--- config.mk ---
export PLATFORM = sky130hd
export DESIGN_NAME = fifo_drain_stage
export DESIGN_NICKNAME = d
export VERILOG_FILES = /design/src/rtl/shared_pkg.sv /design/src/rtl/fifo_drain_buf.sv /design/src/rtl/fifo_drain_stage.sv
export SDC_FILE = /design/constraint.sdc
export NUM_CORES = 1
export LEC_CHECK = 0
export CAP_MARGIN = 0
export CELL_PAD_IN_SITES_DETAIL_PLACEMENT = 1
export CELL_PAD_IN_SITES_GLOBAL_PLACEMENT = 2
export CORE_MARGIN = 3
export CORE_UTILIZATION = 30
export DETAILED_ROUTE_END_ITERATION = 7
export PLACE_DENSITY_LB_ADDON = 0.2
export SETUP_SLACK_MARGIN = 0.05
export SLEW_MARGIN = 20
export SYNTH_ARGS = -nofsm -noshare
export SYNTH_HDL_FRONTEND = slang
export SYNTH_SLANG_ARGS = --single-unit
--- constraint.sdc ---
create_clock -name clk -period 5.4 [get_ports clk]
set_clock_uncertainty 0.1 [all_clocks]
set_input_delay 1.08 -clock clk [delete_from_list [all_inputs] [get_ports clk]]
set_output_delay 1.08 -clock clk [all_outputs]
set_load 0.02 [all_outputs]
--- src/rtl/shared_pkg.sv ---
// Shared definitions for the FIFO read-side blocks.
//   DRAIN_BUF_DEPTH    : entries in the drain stage holding buffer
//   DEFAULT_FIFO_WIDTH : data word width shared with the synchronous FIFO
//   drain_ptr_t        : holding buffer pointer type (values 0..2)
//   ptr_next()         : pointer increment with wrap 2 -> 0
package shared_pkg;

    localparam int DRAIN_BUF_DEPTH    = 3;
    localparam int DEFAULT_FIFO_WIDTH = 16;

    typedef logic [1:0] drain_ptr_t;

    // The depth is not a power of two, so the wrap must be explicit.
    function automatic drain_ptr_t ptr_next(input drain_ptr_t p);
        return (p == drain_ptr_t'(DRAIN_BUF_DEPTH - 1)) ? drain_ptr_t'(0) : p + 2'd1;
    endfunction

endpackage

--- src/rtl/fifo_drain_buf.sv ---
// 3-entry circular holding buffer for the drain stage.
// Ports:
//   clk, rst_n   : clock, synchronous active-low reset
//   push         : write push_data at the write pointer (never asserted when full)
//   push_data    : word to store
//   pop          : retire the head entry (only asserted when occ != 0)
//   occ          : number of stored words, 0..3
//   head_data    : word at the read pointer
module fifo_drain_buf
    import shared_pkg::*;
#(
    parameter int W = DEFAULT_FIFO_WIDTH
) (
    input  logic         clk,
    input  logic         rst_n,
    input  logic         push,
    input  logic [W-1:0] push_data,
    input  logic         pop,
    output logic [1:0]   occ,
    output logic [W-1:0] head_data
);

    logic [W-1:0] entries [DRAIN_BUF_DEPTH];
    drain_ptr_t   wr_ptr;
    drain_ptr_t   rd_ptr;

    always_ff @(posedge clk) begin
        if (!rst_n) begin
            occ    <= 2'd0;
            wr_ptr <= '0;
            rd_ptr <= '0;
            for (int i = 0; i < DRAIN_BUF_DEPTH; i++) begin
                entries[i] <= '0;
            end
        end else begin
            if (push) begin
                for (int i = 0; i < DRAIN_BUF_DEPTH; i++) begin
                    if (wr_ptr == drain_ptr_t'(i)) begin
                        entries[i] <= push_data;
                    end
                end
                wr_ptr <= ptr_next(wr_ptr);
            end
            if (pop) begin
                rd_ptr <= ptr_next(rd_ptr);
            end
            // Simultaneous push and pop leaves occupancy unchanged.
            case ({push, pop})
                2'b10:   occ <= occ + 2'd1;
                2'b01:   occ <= occ - 2'd1;
                default: occ <= occ;
            endcase
        end
    end

    // Explicit mux keeps the unused pointer code 3 from indexing past the array.
    always_comb begin
        head_data = entries[2];
        case (rd_ptr)
            2'd0:    head_data = entries[0];
            2'd1:    head_data = entries[1];
            default: head_data = entries[2];
        endcase
    end

endmodule

--- src/rtl/fifo_drain_stage.sv ---
// Read-side drain stage for the synchronous FIFO. Pops the FIFO under a
// credit rule, absorbs the FIFO's one-cycle read latency in a 3-entry buffer,
// and streams words to the consumer at full rate.
// Ports:
//   clk, rst_n      : clock, synchronous active-low reset (shared with the FIFO)
//   drain_en        : permits new FIFO reads
//   fifo_data_out   : FIFO read data, valid the cycle after fifo_rd_en
//   fifo_empty      : FIFO empty flag, current cycle
//   fifo_underflow  : FIFO underflow flag for the previous cycle's read
//   fifo_rd_en      : FIFO pop request
//   m_data, m_valid : output stream word and its valid
//   m_ready         : consumer accepts the word this cycle
//   pop_count       : words delivered downstream, wraps modulo 2^CNT_W
//   err_underflow   : sticky, set when one of our reads underflowed
//
// Stream handshake: a word transfers in any cycle where m_valid and m_ready are
// both high. m_valid never depends on m_ready, and while m_valid is high and
// m_ready low, m_data holds steady until the transfer.
module fifo_drain_stage
    import shared_pkg::*;
#(
    parameter int FIFO_WIDTH = DEFAULT_FIFO_WIDTH,
    parameter int CNT_W      = 16
) (
    input  logic                  clk,
    input  logic                  rst_n,
    input  logic                  drain_en,
    input  logic [FIFO_WIDTH-1:0] fifo_data_out,
    input  logic                  fifo_empty,
    input  logic                  fifo_underflow,
    output logic                  fifo_rd_en,
    output logic [FIFO_WIDTH-1:0] m_data,
    output logic                  m_valid,
    input  logic                  m_ready,
    output logic [CNT_W-1:0]      pop_count,
    output logic                  err_underflow
);

    logic       inflight;
    logic [1:0] occ;
    logic [2:0] credit_used;
    logic       push;
    logic       pop;

    // A read is only issued if there is guaranteed room for its data, counting
    // the word already on its way back. Only registered state and FIFO flags
    // feed this, so there is no path from m_ready to fifo_rd_en.
    assign credit_used = {1'b0, occ} + {2'b00, inflight};
    assign fifo_rd_en  = rst_n & drain_en & ~fifo_empty
                         & (credit_used < 3'(DRAIN_BUF_DEPTH));

    // Data returning from an underflowed read is garbage and is dropped.
    assign push = inflight & ~fifo_underflow;

    assign m_valid = (occ != 2'd0);
    assign pop     = m_valid & m_ready;

    fifo_drain_buf #(
        .W (FIFO_WIDTH)
    ) u_buf (
        .clk       (clk),
        .rst_n     (rst_n),
        .push      (push),
        .push_data (fifo_data_out),
        .pop       (pop),
        .occ       (occ),
        .head_data (m_data)
    );

    always_ff @(posedge clk) begin
        if (!rst_n) begin
            inflight      <= 1'b0;
            pop_count     <= '0;
            err_underflow <= 1'b0;
        end else begin
            inflight <= fifo_rd_en;
            if (pop) begin
                pop_count <= pop_count + 1'b1;
            end
            if (inflight && fifo_underflow) begin
                err_underflow <= 1'b1;
            end
        end
    end

endmodule
==> impl_metrics.csv <==
group,metric,value,unit
status,outcome,"finished, final reports clean",
synthesis,dominantRegCellSynth,"edfxtp_1",
worst_setup_path,crit_path_end_kind,"output port",
synthesis,synth-simple-area-share,0.1693,
clocking,cts.sinks,72,
clocking,h-tree-depth,3,
placed_design,placed_cell_area,0.003746,sq mm
synthesis,synth_sequential_area_ratio,0.6298,
layout,multiInputGateArea,0.001081,sq mm
sta,slew_headroom,0.3312,
layout,final_cells,446,
clocking,cts-resized-gates,0,
placed_design,numPortBuffers,56,
worst_setup_path,startpoint_type,"input port",
sta,min_period_over_period,0.7212,
floorplan,die_y,106.9,um
synthesis,synth_area_leaders,"edfxtp_1 47%, dfxtp_1 16%, mux2i_1 6.6%, and2_1 5.1%, nand2_1 4.4%",
sta,drv_slew,0,
synthesis,synthMuxAreaShare,0.06560,
job,max-cap-violations,0,
layout,final_common_cell,"clkdlybuf4s50_1",
route,antenna_left,0,
floorplan,io_pins,57,
layout,utilization,0.4046,
floorplan,row_count,36,
layout,final_cell_mix,"56 x clkdlybuf4s50_1, 48 x edfxtp_1, 36 x nand2_1",
synthesis,synth_fp_nets,276,
sta,rsz0062_at_grt,"no",
sta,fmax,0.2568,GHz
grt,antenna_found_initial,0,
layout,drive_above_1_share,0.08974,
route,drt_iter0_markers,56,
grt,grt_max_degree,36,
clocking,hold_buffers,0,
clocking,cts_tree,"yes",
floorplan,die_w,106.9,um
layout,final_nets,333,
floorplan,die_area,0.01142,sq mm
grt,grt_pass1_wl,10730,um
synthesis,syn_inst,250,
hold_path,worstHoldEndpoint,"pop_count[15]",
worst_setup_path,r2r-end,"u_buf.occ[1]",
synthesis,syn_area,0.003052,sq mm
synthesis,synth-compound-area-share,0.07216,
synthesis,syn_avg_cell_area,12.21,sq um
sta,finalHoldViolCount,0,
hold_path,hp-start,"pop_count[15]",
clocking,root_buffer,"clkbuf_8",
hold_path,whs_path_depth,2,
route,vias_per_cell,4.491,
layout,syn2layout_area_growth,30.18,%
layout,seq_area,0.001924,sq mm
clocking,cts_buffers,9,
clocking,cts.clk_slew.worst_paths,80,ps
synthesis,yosysTopAreaCell,"edfxtp_1",
power,p_leak,1.382,nW
route,vias,2003,
synthesis,synthArstFlopShare,0,
worst_setup_path,r2r-start,"u_buf.occ[0]",
power,vdd_drop_max,0.1264,mV
worst_setup_path,path_class,"input port to output port",
synthesis,ys_types,34,
synthesis,synth_edf_count,48,
placed_design,gp_congestion,0.6486,
power,p_per_area,296.8,mW/mm^2
placed_design,dp_cells,429,
layout,final_area,0.003973,sq mm
synthesis,synth_top_family_by_area,"simple AND/OR/NAND/NOR gates",
synthesis,yosysTopAreaCellShare,0.4723,
grt,gr-total-overflow,0,
layout,fillers,1095,
floorplan,initial_utilization,0.3108,
worst_setup_path,rr_worst_depth,5,
placed_design,dp_hpwl,4206,um
sta,period_needed,3894,ps
floorplan,core_area,0.009819,sq mm
sta,worstMarginPinSlew,1003,ps
route,wl_per_cell,14.23,um
route,firstDrtPassIters,6,
worst_setup_path,cp.required,4220,ps
worst_setup_path,cp_max_fo,2,
clocking,cts_buffer_depth,2,
grt,grt_pass1_vias,2150,
sta,setup_viol,0,
route,drc,0,
worst_setup_path,ff2ff_setup_slack,3350,ps
worst_setup_path,crit_arrival,2710,ps
grt,globalRouteTotalUtil,0.1221,
clocking,post_cts_buffers,0,
synthesis,synth_fa_ha_area_frac,0.01640,
hold_path,hold_path_class,"flip-flop to flip-flop",
synthesis,ys_warn_count,0,
synthesis,synthXorXnorAreaFrac,0.02870,
synthesis,synth-seq-cells,72,
clocking,clk_latency,330,ps
worst_setup_path,startpoint,"rst_n",
route,routed_wl,6347,um
sta,fin_tns_setup,0,ps
sequential cells by signal, indices dropped and copies added (netlist names):
register       cells
u_buf.entries     48
pop_count         16
u_buf.occ          2
u_buf.rd_ptr       2
u_buf.wr_ptr       2
err_underflow      1
inflight           1
how the worst max path moves through the flow:
| stage | endpoint | slack (ps) | depth (start not counted) |
|---|---|---|---|
| 6_report | fifo_rd_en | 1510 | 4 |
| 5_1_grt | fifo_rd_en | 1390 | 4 |
| 3_5_place_dp | fifo_rd_en | 1460 | 4 |
| 3_3_place_gp | fifo_rd_en | 1520 | 4 |
| 4_1_cts | fifo_rd_en | 1460 | 4 |
| 2_1_floorplan | fifo_rd_en | 1700 | 3 |
through the flow:
stage	hold slack, ps	total power [mW]	worst slack [ps]
global route	410.1	1.232	1387
floorplan	382.4	0.6785	1703
detailed placement	373.3	0.7317	1459
CTS	388.5	1.196	1459
finish	383.3	1.179	1506
global placement	365.1	0.7295	1521
critical path, stage by stage:
cell and delay [ps]:
clkdlybuf4s50_1 510, nand2_1 80, a2111oi_0 350, clkdlybuf4s50_1 680
layer usage:
layer	global-route usage	vias up	part of all wire
li1	-	1011	-
met1	0.1549	958	0.46
met2	0.1965	32	0.49
met3	0.04335	2	0.038
met4	0.03562	0	0.0060
met5	0	-	0
Yosys cell counts (2+ instances only):
library cell	number
nor3_1	4
dfxtp_1	24
xnor2_1	9
o21ai_0	21
nand2_1	36
a21oi_1	3
nand3_1	2
a21boi_0	5
nand2b_1	6
buf_2	2
a2111oi_0	2
edfxtp_1	48
mux2i_1	20
and2_1	25
inv_1	3
nor2_1	3
nor2b_1	3
nand4_1	4
clkbuf_1	9
ha_1	4
or3_1	3
a21boi_1	2
final cells by class:
cell class / instances / area share
Multi-Input combinational cell: 164 / 0.2721
Tap cell: 133 / 0.04189
Clock inverter: 6 / 0.02299
Sequential cell: 72 / 0.4844
Clock buffer: 10 / 0.03213
Inverter: 3 / 0.002835
Timing Repair Buffer: 57 / 0.1430
Antenna cell: 1 / 0.0006299
logic make-up after synthesis:
kind of cell	count (synthesis)
XOR/XNOR	10
AND/OR/NAND/NOR	94
buffers and inverters	14
flip-flops	72
adder cells (fa/ha/maj)	4
AO/OA/AOI/OAI	36
multiplexers	20
report_power, final:
part / switching (mW) / total, mW / internal (mW)
Sequential: 0.0142 / 0.618 / 0.604
Combinational: 0.0469 / 0.0979 / 0.0511
Clock: 0.201 / 0.463 / 0.262
Total: 0.262 / 1.18 / 0.917
Power figures use the tool's default switching activity.
